File: src/rtl/fft_output_reorder.sv
// ---------------------------------------------------------------------------
// fft_output_reorder
//
// Receive end of a 32-point MDC FFT. The last MDC stage delivers each frame as
// 16 up/down lane pairs in bit-reversed order. This block ping-pong buffers
// each 32-bin frame and re-emits it as one serial, natural-order stream
// X[0]..X[31] with a valid/ready handshake. Data is passed through unmodified.
//
// Lane mapping for pair k (0..15) of a frame:
//   up lane   -> X[rev4(k)]
//   down lane -> X[rev4(k) + 16]
//
// Ports
//   clk        in   1  single clock, all logic on rising edge
//   rst_n      in   1  synchronous reset, ACTIVE-HIGH despite the name
//   in_valid   in   1  up/down lane pair valid this cycle
//   in_ready   out  1  block can accept a pair this cycle
//   in_first   in   1  marks pair k=0 of a frame
//   in_up_re   in   W  up lane real
//   in_up_im   in   W  up lane imag
//   in_dn_re   in   W  down lane real
//   in_dn_im   in   W  down lane imag
//   out_valid  out  1  out_* hold a valid bin
//   out_ready  in   1  consumer accepts the bin when out_valid & out_ready
//   out_re     out  W  bin real
//   out_im     out  W  bin imag
//   out_index  out  5  bin number 0..31
//   out_first  out  1  high with bin 0
//   out_last   out  1  high with bin 31
//   frame_err  out  1  sticky: a partial frame or a stray pair was discarded
//   frame_cnt  out  8  (only with FFT_REORDER_FRAME_CNT_EN) frames emitted, wraps
//
// Configuration macro
//   FFT_REORDER_FRAME_CNT_EN : when defined, adds the frame_cnt output, which
//   counts accepted bin-31 transfers modulo 256. When undefined the port and
//   counter are absent; all other behaviour is identical.
// ---------------------------------------------------------------------------
module fft_output_reorder #(
    parameter int W = 9,
    parameter int N = 32
) (
    input  logic         clk,
    input  logic         rst_n,
    input  logic         in_valid,
    output logic         in_ready,
    input  logic         in_first,
    input  logic [W-1:0] in_up_re,
    input  logic [W-1:0] in_up_im,
    input  logic [W-1:0] in_dn_re,
    input  logic [W-1:0] in_dn_im,
    output logic         out_valid,
    input  logic         out_ready,
    output logic [W-1:0] out_re,
    output logic [W-1:0] out_im,
    output logic [4:0]   out_index,
    output logic         out_first,
    output logic         out_last,
    output logic         frame_err
`ifdef FFT_REORDER_FRAME_CNT_EN
    ,
    output logic [7:0]   frame_cnt
`endif
);

    typedef enum logic [1:0] {
        S_FREE     = 2'd0,
        S_FILLING  = 2'd1,
        S_FULL     = 2'd2,
        S_DRAINING = 2'd3
    } bank_state_t;

    // 4-bit bit reversal used to place pair k into the natural-order buffer
    function automatic logic [3:0] rev4(input logic [3:0] k);
        return {k[0], k[1], k[2], k[3]};
    endfunction

    // Two banks of N words; each word packs {re, im}
    logic [2*W-1:0] r_mem [2][N];

    bank_state_t    r_state [2];
    logic           r_wr_bank;
    logic [3:0]     r_wr_cnt;
    logic           r_rd_bank;
    logic [4:0]     r_rd_cnt;     // next bin to load into the output regs
    logic           r_frame_err;

    logic           r_out_valid;
    logic [W-1:0]   r_out_re;
    logic [W-1:0]   r_out_im;
    logic [4:0]     r_out_index;
    logic           r_out_first;
    logic           r_out_last;
`ifdef FFT_REORDER_FRAME_CNT_EN
    logic [7:0]     r_frame_cnt;
`endif

    // ------------------------------------------------------------------
    // Write side
    // ------------------------------------------------------------------
    logic           w_in_fire;
    logic           w_wr_en;
    logic [3:0]     w_wr_k;
    logic [3:0]     w_wr_addr;

    // Only the write bank's own state gates acceptance, so a read-side free
    // of the other bank in the same cycle never drops in_ready.
    assign in_ready  = (r_state[r_wr_bank] == S_FREE) ||
                       (r_state[r_wr_bank] == S_FILLING);
    assign w_in_fire = in_valid && in_ready;

    // in_first restarts the frame at k=0; a non-first pair with no frame in
    // progress is dropped without writing.
    assign w_wr_k    = in_first ? 4'd0 : r_wr_cnt;
    assign w_wr_en   = w_in_fire && (in_first || (r_wr_cnt != 4'd0));
    assign w_wr_addr = rev4(w_wr_k);

    // Buffer storage is never reset; only control state is.
    always_ff @(posedge clk) begin
        if (w_wr_en) begin
            r_mem[r_wr_bank][{1'b0, w_wr_addr}] <= {in_up_re, in_up_im};
            r_mem[r_wr_bank][{1'b1, w_wr_addr}] <= {in_dn_re, in_dn_im};
        end
    end

    // ------------------------------------------------------------------
    // Read side selection
    // ------------------------------------------------------------------
    logic           w_adv;        // output slot empty or being consumed
    logic           w_cur_drain;  // read bank currently draining
    logic           w_more;       // read bank still has bins left to load
    logic           w_other;
    logic           w_load;
    logic           w_ld_bank;
    logic [4:0]     w_ld_addr;
    logic [2*W-1:0] w_rd_word;

    assign w_adv       = !r_out_valid || out_ready;
    assign w_cur_drain = (r_state[r_rd_bank] == S_DRAINING);
    assign w_more      = w_cur_drain && (r_rd_cnt != 5'd0);
    assign w_other     = ~r_rd_bank;

    // While draining with r_rd_cnt wrapped to 0, bin 31 sits in the output
    // regs; when it is accepted the other bank can start in the same cycle,
    // which keeps back-to-back frames free of bubbles.
    always_comb begin
        w_load    = 1'b0;
        w_ld_bank = r_rd_bank;
        w_ld_addr = r_rd_cnt;
        if (w_more) begin
            w_load = 1'b1;
        end else if (w_cur_drain) begin
            if (r_state[w_other] == S_FULL) begin
                w_load    = 1'b1;
                w_ld_bank = w_other;
                w_ld_addr = 5'd0;
            end
        end else if (r_state[r_rd_bank] == S_FULL) begin
            w_load    = 1'b1;
            w_ld_addr = 5'd0;
        end
    end

    assign w_rd_word = r_mem[w_ld_bank][w_ld_addr];

    // ------------------------------------------------------------------
    // Control state and output registers
    // ------------------------------------------------------------------
    // Write and read sides never update the same bank's state in one cycle:
    // the write bank is FREE/FILLING whenever a pair fires, while the read
    // side only touches banks that are FULL or DRAINING.
    always_ff @(posedge clk) begin
        if (rst_n) begin
            r_state[0]  <= S_FREE;
            r_state[1]  <= S_FREE;
            r_wr_bank   <= 1'b0;
            r_wr_cnt    <= 4'd0;
            r_rd_bank   <= 1'b0;
            r_rd_cnt    <= 5'd0;
            r_frame_err <= 1'b0;
            r_out_valid <= 1'b0;
            r_out_re    <= '0;
            r_out_im    <= '0;
            r_out_index <= 5'd0;
            r_out_first <= 1'b0;
            r_out_last  <= 1'b0;
`ifdef FFT_REORDER_FRAME_CNT_EN
            r_frame_cnt <= 8'd0;
`endif
        end else begin
            if (w_in_fire) begin
                if (in_first) begin
                    if (r_wr_cnt != 4'd0) begin
                        r_frame_err <= 1'b1;
                    end
                    r_wr_cnt           <= 4'd1;
                    r_state[r_wr_bank] <= S_FILLING;
                end else if (r_wr_cnt == 4'd0) begin
                    r_frame_err <= 1'b1;
                end else if (r_wr_cnt == 4'd15) begin
                    r_wr_cnt           <= 4'd0;
                    r_state[r_wr_bank] <= S_FULL;
                    r_wr_bank          <= ~r_wr_bank;
                end else begin
                    r_wr_cnt <= r_wr_cnt + 4'd1;
                end
            end

            if (w_adv) begin
                // Draining with nothing left to load means bin 31 is being
                // accepted right now: release the bank.
                if (w_cur_drain && !w_more) begin
                    r_state[r_rd_bank] <= S_FREE;
                    r_rd_bank          <= w_other;
`ifdef FFT_REORDER_FRAME_CNT_EN
                    r_frame_cnt        <= r_frame_cnt + 8'd1;
`endif
                end
                if (w_load) begin
                    r_out_valid <= 1'b1;
                    r_out_re    <= w_rd_word[2*W-1:W];
                    r_out_im    <= w_rd_word[W-1:0];
                    r_out_index <= w_ld_addr;
                    r_out_first <= (w_ld_addr == 5'd0);
                    r_out_last  <= (w_ld_addr == 5'd31);
                    r_rd_cnt    <= w_ld_addr + 5'd1;
                    if (w_ld_addr == 5'd0) begin
                        r_state[w_ld_bank] <= S_DRAINING;
                    end
                end else begin
                    r_out_valid <= 1'b0;
                end
            end
        end
    end

    assign out_valid = r_out_valid;
    assign out_re    = r_out_re;
    assign out_im    = r_out_im;
    assign out_index = r_out_index;
    assign out_first = r_out_first;
    assign out_last  = r_out_last;
    assign frame_err = r_frame_err;
`ifdef FFT_REORDER_FRAME_CNT_EN
    assign frame_cnt = r_frame_cnt;
`endif

endmodule

File: config.mk
export PLATFORM = sky130hd
export DESIGN_NAME = fft_output_reorder
export DESIGN_NICKNAME = d
export VERILOG_FILES = /design/src/rtl/fft_output_reorder.sv
export SDC_FILE = /design/constraint.sdc
export NUM_CORES = 1
export LEC_CHECK = 0
export CAP_MARGIN = 20
export CORE_UTILIZATION = 40
export CTS_BUF_LIST = sky130_fd_sc_hd__clkbuf_2
export CTS_CLUSTER_SIZE = 12
export DETAILED_ROUTE_END_ITERATION = 10
export PLACE_DENSITY = 0.64
export SETUP_SLACK_MARGIN = 0.3
export SKIP_LAST_GASP = 1
export SYNTH_ARGS = -nofsm -noshare
export SYNTH_HDL_FRONTEND = slang
export SYNTH_SLANG_ARGS = --single-unit
File: constraint.sdc
create_clock -name clk -period 7.55 [get_ports clk]
set_input_delay 1.51 -clock clk [delete_from_list [all_inputs] [get_ports clk]]
set_output_delay 1.51 -clock clk [all_outputs]
set_load 0.1 [all_outputs]
==> metrics.yaml, run 1 <==
regArea_um2: 35470
startpoint_type: "register"
core-area_um2: 126400
ys_top_cells_by_area: "edfxtp_1 67%, mux2_2 6.9%, nand2_1 6.2%"
startpoint: "r_state[1][1]"
drt-wirelength-per-cell_um: 27.62
yosysTopAreaCell: "edfxtp_1"
setup_ws_ns: 2.679
synth_cell_types: 62
max_freq_mhz: 205.3
clock_latency_ns: 1.51
antenna_left: 0
worst-path-max-fanout: 5
post_dp_cell_area_um2: 54050
first_iter_violations: 5175
die_w_um: 360.0
vias_per_cell: 6.001
setup_viol_count_final: 0
nets: 4166
clk_path_buf_depth: 4
cts_buffers: 319
grt_pass1_wl_mm: 235.8
synth-edff-count: 1152
rows: 130
hold_viol_final: 0
start_util: 0.4057
vdd_drop_max_mv: 0.1287
path_clk_slew_ns: 0.11
nFillCells: 11409
rsz0062_at_grt: "false"
synth_area_um2: 51270
max_cap_viol_count: 0
powerDensity_nw_per_um2: 213.3
status: "finished clean"
synth_nets: 3963
criticalPathCategory: "register to output port"
synth_top_area_share: 0.6747
multi_input_area_um2: 14600
arrival_ns: 3.36
worst_pin_slew_ns: 1.187
dp_hpwl_mm: 94.95
gp_congestion: 0.8602
track_usage: 0.2491
min_path_type: "register to register"
finalSetupTns_ns: 0
final_cell_mix: "1,152 x edfxtp_1, 853 x nand2_1, 441 x clkbuf_2"
worstPathRequired_ns: 6.04
async_flop_share: 0
crit_path_end_kind: "output port"
cts-root-buf: "clkbuf_2"
final_util: 0.4492
layout.cells.most_common: "edfxtp_1"
synth_seq_area_share: 0.6919
io_buffers: 68
ys_warn_count: 0
fin_crit_sh: 0.6452
finalMaxSlewViolations: 0
cts_setup_buffers: 0
min_from: "out_index[1]"
wl_mm: 164.9
route.detailed.drc: 0
area_delta_synth_final_pct: 10.73
io_pins: 69
grt_overflow: 0
ctsHoldBuffers: 0
ys_ff_latch: 1196
die_h_um: 360.0
r2r-start: "r_rd_cnt[0]"
drive_gt1_frac: 0.2277
synth_flop_cell: "edfxtp_1"
firstDrtPassIters: 6
cts_tree: "built"
finish.instance_area_um2: 56770
period_minus_slack_ns: 4.871
placed_cells: 5447
avgSynthCellArea_um2: 13.10
leakagePower_nw: 19.31
post_cts_resized: 0
cts_max_level: 5
cts.sinks: 1196
final_cells: 5971
syn_inst: 3915
via_count: 35834
grt_max_degree: 155
grt_pass1_vias: 34202
antenna_found_initial: 11
dp_slack_ns: 1.805
slew_headroom: 0.2060
die_area_um2: 129600
fin_skew_ns: 0.1711
## logic make-up (layout without fill, tap and decap cells)
kind of cell / count (synthesis) / count (layout) / share of synthesized area
simple gates: 1466 / 1466 / 0.1266
flops: 1196 / 1196 / 0.6919
compound gates: 580 / 580 / 0.07626
mux: 333 / 333 / 0.07414
buf+inv: 331 / 734 / 0.02902
fa+ha+maj: 7 / 7 / 0.001708
xor+xnor: 2 / 2 / 0.0003417
other cells: 0 / 3 / 0
## per-stage QoR
step                total power [mW]  hold WS, ns
floorplan                      7.601       0.4442
global placement               7.804       0.4479
detailed placement             7.814       0.4525
CTS                            12.16       0.4651
global route                   12.53       0.4814
finish                         12.11       0.4589
## state kept, by name (all words and copies together), names as in the netlist, named ones only
name,cells
out_re,9
out_valid,1
r_wr_cnt,4
r_state,4
r_wr_bank,1
out_im,9
r_mem,1152
out_last,1
frame_err,1
r_rd_bank,1
r_rd_cnt,5
out_index,5
out_first,1
## cells in the mapped netlist, types with 15 or more instances
| cell | n |
|---|---|
| a211oi_1 | 116 |
| a21boi_0 | 15 |
| a21oi_1 | 132 |
| a311oi_1 | 73 |
| a31oi_1 | 65 |
| and3_1 | 100 |
| buf_1 | 23 |
| buf_2 | 57 |
| buf_4 | 17 |
| clkbuf_1 | 209 |
| dfxtp_1 | 44 |
| edfxtp_1 | 1152 |
| mux2_2 | 314 |
| nand2_1 | 853 |
| nand3_1 | 350 |
| nand4_1 | 19 |
| nor2_1 | 63 |
| nor4_1 | 33 |
| o21ai_0 | 66 |
| o21ai_1 | 25 |
## layer usage
layer  track usage  part of all wire  vias up
met4       0.09553             0.032        0
met2        0.3874              0.46     2277
met5             0                 0        -
met3       0.05992              0.11      320
met1        0.3369              0.39    17926
li1              -                 -    15311
## critical path, cell delays in order (launching register included)
cell	delay [ns]
dfxtp_1	0.37
mux2i_1	0.32
clkdlybuf4s50_1	1.21
## worst paths after layout
path,end,slack [ns],depth (start not counted)
max,in_ready,2.68,2
min,out_index[1],0.46,2
max reg2reg,out_re[2],2.75,10
min reg2reg,out_index[1],0.46,2
## layout make-up
cell class,instances,share of cell area
Clock buffer,441,0.03888
Tap cell,1650,0.03637
Multi-Input combinational cell,2388,0.2572
Timing Repair Buffer,203,0.03280
Clock inverter,80,0.008904
Antenna cell,3,0.0001322
Inverter,10,0.0007935
Sequential cell,1196,0.6249
## power breakdown
group	internal [mW]	leakage [nW]	switching (mW)
combinational	0.115	6.51	0.266
clock	1.80	2.07	2.64
sequential	7.28	10.7	0.00674
total	9.19	19.3	2.92
Power figures use the tool's default switching activity.
==> run 2: changes to the inputs <==
==> constraint.sdc (replaced) <==
create_clock -name clk -period 4.7 [get_ports clk]
set_input_delay 0.94 -clock clk [delete_from_list [all_inputs] [get_ports clk]]
set_output_delay 0.94 -clock clk [all_outputs]
set_load 0.1 [all_outputs]
==> metrics.yaml, run 2 (synthesis results as in run 1) <==
status: "finished clean"
path_clk_slew_ns: 0.11  # about the same
route.met3.wl_mm: 17.80  # -4.9%
grt_max_degree: 103  # -34%
cts_tree: "built"
grt_overflow: 0  # unchanged
arrival_ns: 5.70  # +2.34 ns
final_cell_mix: "1,152 x edfxtp_1, 853 x nand2_1, 471 x clkbuf_2"
clk_path_buf_depth: 4  # unchanged
vias_per_cell: 5.932  # -1.2%
worst_pin_slew_ns: 1.176  # -0.01156 ns
regMostFlops: "r_mem"
final_util: 0.4546  # +0.005435
p_comb_frac: 0.030  # about the same
p_sw_frac: 0.2373  # -0.003543
post_dp_cell_area_um2: 54570  # +0.96%
first_iter_violations: 4261  # -18%
cell_internal_pwr_mw: 14.79  # +61%
drt-wirelength-per-cell_um: 26.91  # -2.6%
wl_mm: 162.0  # -1.8%
setup_viol_count_final: 0  # unchanged
finalSetupTns_ns: 0  # unchanged
max_cap_viol_count: 0  # unchanged
dp_slack_ns: 0.4448  # -1.360 ns
track_usage: 0.2440  # -0.005063
via_count: 35715  # -0.33%
cts-root-buf: "clkbuf_2"
min_path_type: "primary input to register"
grt_pass1_wl_mm: 232.3  # -1.5%
slew_headroom: 0.2138  # +0.007733
rsz0062_at_grt: "false"
cts_buffers: 322  # +0.94%
io_pins: 69  # unchanged
drive_gt1_frac: 0.2388  # +0.01113
core-area_um2: 126400  # unchanged
crit_path_end_kind: "register"
io_buffers: 68  # unchanged
cts_max_level: 5  # unchanged
vdd_drop_max_mv: 0.1559  # +21%
layout.cells.most_common: "edfxtp_1"
period_minus_slack_ns: 4.287
leakagePower_nw: 19.68  # +1.9%
die_h_um: 360.0  # unchanged
whs_ns: 0.1420  # -0.3168 ns
nets: 4208  # +1.0%
switchingPower_mw: 4.603  # +58%
largest_reg_flops: 1152  # unchanged
fin_skew_ns: 0.1468  # -0.02423 ns
cts.sinks: 1196  # unchanged
hold_viol_final: 0  # unchanged
cts_setup_buffers: 0  # unchanged
area_delta_synth_final_pct: 12.07
start_util: 0.4057  # unchanged
finalMaxSlewViolations: 0  # unchanged
nFillCells: 11377  # -0.28%
startpoint: "r_state[0][1]"
powerDensity_nw_per_um2: 337.6  # +58%
top_layer: "met4"
grt_pass1_vias: 34788  # +1.7%
min_from: "in_up_re[1]"
wl_met2_mm: 75.50  # -1.1%
drt-met1-wl_mm: 64.07  # -0.77%
setup_ws_ns: 0.4127  # -2.266 ns
rows: 130  # unchanged
worst-path-max-fanout: 69  # +64
clkPwrFrac: 0.366  # about the same
finish.instance_area_um2: 57460  # +1.2%
dp_hpwl_mm: 93.88  # -1.1%
die_area_um2: 129600  # unchanged
r2r-start: "r_state[0][1]"
max_freq_mhz: 233.2
seq_power_share: 0.603  # about the same
criticalPathCategory: "register to register"
route.detailed.drc: 0  # unchanged
clock_latency_ns: 1.55  # +0.04 ns
fin_crit_sh: 0.9122
die_w_um: 360.0  # unchanged
worstPathRequired_ns: 6.11  # +0.07 ns
gp_congestion: 0.8684  # +0.95%
startpoint_type: "register"
antenna_found_initial: 5  # -6
firstDrtPassIters: 6  # unchanged
antenna_left: 0  # unchanged
==> run 2: cell count changes in the layout (fill, tap and decap cells not counted), moves of 4 or more <==
cell | previous run | this run
dlygate4sd3_1 | 0 | 10
clkbuf_2 | 441 | 471
buf_12 | 13 | 40
nor4_2 | 4 | 0
buf_2 | 7 | 12
nor4_4 | 0 | 4
clkinv_1 | 58 | 46
clkdlybuf4s50_1 | 61 | 54
==> run 2: worst max-delay path: stages, from the launching register on <==
cell and delay, ns:
dfxtp_1 0.55, nand4bb_1 0.36, o41a_2 0.71, nand2_8 0.28
buf_12 0.32, buf_12 0.34, nand2_1 0.10, nand3_1 0.09
a21oi_1 0.15, nor4_1 0.93, a32o_1 0.21
==> run 2: through the flow <==
stage	instances	power, mW
2_1_floorplan	3915	12.21
3_3_place_gp	5474	12.50
3_5_place_dp	5474	12.52
4_1_cts	6015	19.48
5_1_grt	6020	20.08
6_report	6021	19.40
==> run 2: layout make-up <==
| type | instances | area [um^2] | share of cell area |
|---|---|---|---|
| Clock inverter | 61 | 379.1 | 0.006598 |
| Inverter | 10 | 45.04 | 0.0007840 |
| Sequential cell | 1196 | 35480 | 0.6174 |
| Multi-Input combinational cell | 2388 | 14660 | 0.2551 |
| Tap cell | 1650 | 2064 | 0.03593 |
| Timing Repair Buffer | 242 | 2470 | 0.04299 |
| Antenna cell | 3 | 7.507 | 0.0001307 |
| Clock buffer | 471 | 2357 | 0.04103 |
==> run 2: path summary, 6_finish.rpt <==
path,depth (start not counted),endpoint,slack [ns]
hold reg to reg,2,out_last,0.46
setup / recovery,10,out_im[7],0.41
setup reg to reg,10,out_im[7],0.41
hold / removal,1,r_mem[1][388],0.14
==> run 2: what timing repair did <==
item / CTS / global route
gates resized for setup: 2 / 0
hold endpoints to repair: 101 / 32
hold buffers: 9 / 1
setup endpoints to repair: 2 / 0
==> run 2: power groups by stage <==
stage / Sequential, mW / Clock (mW) / Combinational [mW]
CTS: 11.7 / 7.20 / 0.576
global route: 11.7 / 7.75 / 0.620
detailed placement: 12.0 / 0 / 0.569
floorplan: 12.0 / 0 / 0.257
global placement: 11.9 / 0 / 0.549
finish: 11.7 / 7.10 / 0.591
==> run 2: layer usage <==
layer,vias up,GRT usage
met2,2063,0.3832
met3,308,0.05983
met5,-,0
met4,0,0.08849
met1,17914,0.3282
li1,15430,-
